## config.mk

```make
export PLATFORM = sky130hd
export DESIGN_NAME = shift_rows_serial
export DESIGN_NICKNAME = d
export VERILOG_FILES = /design/src/rtl/shift_rows_serial.sv
export SDC_FILE = /design/constraint.sdc
export NUM_CORES = 1
export LEC_CHECK = 0
export ABC_AREA = 1
export CAP_MARGIN = 20
export CORE_ASPECT_RATIO = 0.6
export CORE_MARGIN = 4
export CORE_UTILIZATION = 45
export DETAILED_ROUTE_END_ITERATION = 16
export GPL_TIMING_DRIVEN = 0
export PLACE_DENSITY_LB_ADDON = 0.08
export SKIP_CTS_REPAIR_TIMING = 1
export SYNTH_ARGS = -nofsm -noshare
export SYNTH_HDL_FRONTEND = slang
export SYNTH_SLANG_ARGS = --single-unit
export TNS_END_PERCENT = 5
```

## constraint.sdc

```tcl
create_clock -name clock -period 3.3 [get_ports clock]
set_clock_uncertainty 0.15 [all_clocks]
set_input_delay 0.33 -clock clock [delete_from_list [all_inputs] [get_ports clock]]
set_output_delay 0.33 -clock clock [all_outputs]
set_load 0.01 [all_outputs]
```

## src/rtl/shift_rows_serial.sv

```systemverilog
// rtl/shift_rows_serial.sv - byte-serial AES ShiftRows with two-bank ping-pong buffer
module shift_rows_serial #(
  parameter int WIDTH = 8
) (
  input  logic             clock,
  input  logic             reset,
  input  logic [WIDTH-1:0] inbyte,
  input  logic             enable,
  output logic [WIDTH-1:0] outbyte,
  output logic             ready
);

  typedef enum logic {
    IDLE  = 1'b0,
    DRAIN = 1'b1
  } state_t;

  // Both banks in one array, addressed as {bank, byte index}
  logic [WIDTH-1:0] mem [0:31];

  logic [3:0] wcnt;
  logic       wbank;
  logic [3:0] rcnt;
  logic       rbank;
  logic [1:0] full;
  state_t     state;

  logic             wr_last;
  logic             other_ready;
  logic [3:0]       src_idx;
  logic [WIDTH-1:0] rd_data;

  // Byte 15 of a block is being captured on this edge
  assign wr_last = enable && (wcnt == 4'd15);

  // Output slot {c,r} takes the input byte from column (c+r) mod 4, row r
  assign src_idx = {rcnt[3:2] + rcnt[1:0], rcnt[1:0]};
  assign rd_data = mem[{rbank, src_idx}];

  // The bank not being drained is full now, or completes on this very edge
  assign other_ready = full[~rbank] || (wr_last && (wbank != rbank));

  // Bank storage; contents are never cleared, only overwritten
  always_ff @(posedge clock) begin
    if (enable) begin
      mem[{wbank, wcnt}] <= inbyte;
    end
  end

  // Write-side counter and bank select
  always_ff @(posedge clock or posedge reset) begin
    if (reset) begin
      wcnt  <= 4'd0;
      wbank <= 1'b0;
    end else if (enable) begin
      wcnt <= wcnt + 4'd1;
      if (wcnt == 4'd15) begin
        wbank <= ~wbank;
      end
    end
  end

  // Read FSM with bank-full flags; IDLE emits byte 0 on the edge it sees a
  // full bank so the first output lands one edge after the last capture
  always_ff @(posedge clock or posedge reset) begin
    if (reset) begin
      state   <= IDLE;
      rcnt    <= 4'd0;
      rbank   <= 1'b0;
      full    <= 2'b00;
      outbyte <= '0;
      ready   <= 1'b0;
    end else begin
      if (wr_last) begin
        full[wbank] <= 1'b1;
      end
      case (state)
        IDLE: begin
          if (full[rbank]) begin
            outbyte <= rd_data;
            ready   <= 1'b1;
            rcnt    <= 4'd1;
            state   <= DRAIN;
          end else begin
            ready <= 1'b0;
          end
        end
        DRAIN: begin
          outbyte <= rd_data;
          ready   <= 1'b1;
          if (rcnt == 4'd15) begin
            full[rbank] <= 1'b0;
            rbank       <= ~rbank;
            rcnt        <= 4'd0;
            if (!other_ready) begin
              state <= IDLE;
            end
          end else begin
            rcnt <= rcnt + 4'd1;
          end
        end
        default: begin
          state <= IDLE;
          ready <= 1'b0;
        end
      endcase
    end
  end

endmodule

```

==> impl_summary.md <==
Outcome
The run finished with clean final reports.

Final layout
The layout has 2322 filler cells. The synthesis-to-layout area growth is 12.7%. For this run, the post-layout net count is 1190. The top cell types in the final layout, fill and taps aside, are nand2_1 (348), edfxtp_1 (256), nand3_1 (172), inv_1 (112), nor2_1 (93). Summing all flip-flop and latch instances after layout gives 8240 µm². The multi-input gate area in the final layout is 2890 µm². Leaving out fill and tap cells, the most frequent cell in the layout is nand2_1. Of the cells placed in the final design, the portion with a size suffix greater than 1 is 7.46%. The repair_antennas step left the layout with diodes totalling 0. The finished cells cover 13400 µm².

Power
In this run, the clock network consumes 23.2% of the power. Net switching is 44.1% of the power. The internal power consumption is 7.34 mW.

In this run the static leakage power is 5.36 nW. The sequential share of power is 33.1%. In this run the power spent charging and discharging nets is 5.78 mW. Dividing total power by cell area gives a power density of 983 nW/µm². Overall power consumption after layout is estimated at 13.1 mW.

The worst-case IR drop observed on VDD is 0.000482 V. The combinational share of power is 43.7%.

Timing
The final-report setup violation count is 0. The headroom to the max-slew limit is 29.4%. Setup repair after global routing left no endpoint under its margin. Setup slack closes at 390 ps.

The measured slew at the worst slew-check pin is 1060 ps. The ratio of final minimum period to clock period is 88.2%. The highest clock rate is 344 MHz. The worst-case hold slack is 144 ps.

The setup TNS is 0 ps. The worst path in the final design needs a cycle of 2910 ps, including I/O delays and setup. The max-slew violation count is 0. The final number of hold-violating endpoints came to 0.

Worst setup path
STA classifies the critical path endpoint as a flop. The startpoint type of the worst setup path is a flop. The largest fanout of any net on the critical path is 10. For the worst setup path, the data required time is 3580 ps. The data arrival time of the worst path is 3190 ps. The critical path in this run is classified as flop to flop.

Detailed routing
After detailed routing, the average wire length per cell comes to 25.5 µm. The total number of vias is 8400. The first routing iteration left 1103 violations. In the routed design, unresolved DRC markers number 0.

The via density per instance is 5.44. The total wire length after detailed routing is 39400 µm. The remaining antenna violation count after routing is 0.

The pre-antenna-repair detailed-routing pass consisted of 6 iterations.

Clocking
The clock slew seen by the registers of the worst setup and hold paths is 70 ps. The later pin in the worst-skew pair is clocked with a latency of 560 ps. The cell sitting at the root of the clock tree is a clkbuf_16. In this run the deepest clock path goes through 3 buffers.

The number of sinks on the clock net is 278. The H-tree depth is 1. The CTS tree is yes.

The number of clock buffers added by TritonCTS is 26.

Placement
The final RePlAce weighted congestion is 1.00. In this run the cell area measured after placement is 12500 µm². Prior to clock tree synthesis, the placed netlist has a worst setup slack of 498 ps.

In this run the tool buffered the top-level ports with 18 buffer cells. The wire-length estimate of the detail-placed layout is 27000 µm.

Floorplan
The horizontal die dimension is 217 µm. For this configuration, the core starts out at a cell density of 46.2%. The core region area is 25600 µm². 20 I/O pins were placed. In this run the core area contains 45 standard-cell rows. The vertical extent of the die is 134 µm. The floorplan step defined a die boundary enclosing 29100 µm².

Logic synthesis
The net count after synthesis is 1139. The average instance in the mapped netlist occupies 10.6 µm². The most used flip-flop cell after synthesis is edfxtp_1. The cell count after synthesis is 1122. Counting distinct cell types in the post-synthesis netlist gives 25.

The async set-reset flop share out of synthesis is 7.91%. After synthesis the cells add up to 11800 µm². The post-synthesis sequential element count is 278. The number of flops mapped to enable cells by yosys is 256.

During synthesis, Yosys emitted a total of 0 warnings. For this run, the register share of the synthesized area comes to 69.6%.

Run
The number of maximum-capacitance violations is 0.

GRT
Entering global routing, the biggest net connects 33 pins. The initial antenna violation count came to 1. The met2 track utilization from global routing is 34.5%.

In this run the most used layer during global routing was met1. The via count of the first global-routing pass is 7572. The overflow left after global routing is 0. The global routing met3 resource utilization is 11.5%. For this run, the total global-route usage over all layers was measured as 27.2%. The first global-routing pass estimated 55800 µm of wire. The met1 routing resource usage after global routing is 43.1%.

Min path
The worst hold path belongs to the class input port to async pin.
[sequential cells by signal (all words and copies together), names as in the netlist]
| signal | count |
|---|---|
| rbank | 1 |
| full | 2 |
| state | 1 |
| wbank | 1 |
| rcnt | 4 |
| ready | 1 |
| mem | 256 |
| outbyte | 8 |
| wcnt | 4 |
[layer usage]
metal / up-vias / wire length, µm / share of wire [%]
li1: 3825 / - / -
met1: 4083 / 18700 / 47
met2: 437 / 14700 / 37
met3: 51 / 5300 / 13
met4: 4 / 612 / 1.6
met5: - / 106 / 0.27
[kinds of logic (layout without fill, tap and decap cells)]
family / after synthesis / count (layout) / synth area share, %
AND/OR/NAND/NOR: 619 / 619 / 21.5
flip-flops: 278 / 278 / 69.6
XOR/XNOR: 4 / 4 / 0.296
adder cells (fa/ha/maj): 6 / 6 / 0.634
buffers and inverters: 174 / 245 / 6.16
AO/OA/AOI/OAI: 41 / 41 / 1.84
[path summary, 6_finish.rpt]
kind	cells past startpoint	slack, ps	startpoint	end
worst max register to register	9	390	rcnt[2]	outbyte[7]
worst min-delay path	2	140	reset	outbyte[5]
max in group asynchronous	2	2250	reset	rcnt[0]
worst min register to register	2	340	outbyte[2]	outbyte[2]
worst max-delay path	9	390	rcnt[2]	outbyte[7]
min in group clock	1	250	inbyte[7]	mem[21][7]
[area by class of cell]
class / count / area share (%)
Buffer: 58 / 2.20
Multi-Input combinational cell: 670 / 21.6
Inverter: 116 / 3.26
Clock buffer: 34 / 5.10
Clock inverter: 14 / 1.20
Timing Repair Buffer: 23 / 1.61
Tap cell: 352 / 3.30
Sequential cell: 278 / 61.7
[cells in the mapped netlist, types with 2 or more instances]
master,number,share of area (%)
inv_1,112,3.5
buf_4,2,0.13
nor3_1,4,0.17
buf_2,31,1.3
o21ai_1,9,0.38
o21ai_0,26,1.1
ha_1,6,0.63
nand2_1,348,11
dfrtp_1,22,4.6
o21a_1,2,0.13
inv_2,3,0.095
nand3_1,172,7.3
buf_1,2,0.063
edfxtp_1,256,65
clkbuf_1,19,0.60
nor2_1,93,2.9
buf_6,4,0.38
xor2_1,4,0.30
[power by group through the flow]
stage	logic [mW]	clock network [mW]	registers [mW]
after floorplan	3.10	0	4.40
after global placement	5.52	0	4.42
after detailed placement	5.53	0	4.42
after CTS	5.55	3.06	4.35
after global routing	6.08	3.22	4.38
final	5.73	3.04	4.35
[critical path, cell delays in order (launching register included)]
cell      delay [ps]
dfrtp_1          430
ha_1             290
clkbuf_1         220
inv_1            210
clkbuf_1         630
nand3_1          370
nand3_1          150
nand3_1           90
nand3_1          150
nand2_1           80
[through the flow]
| stage | instances | util, % |
|---|---|---|
| after global placement | 1492 | 48.7 |
| after global routing | 1545 | 52.1 |
| after CTS | 1544 | 52.1 |
| after floorplan | 1122 | - |
| after detailed placement | 1496 | 48.8 |
| final | 1545 | 52.1 |
No activity file was read; power rests on OpenSTA's default activity.
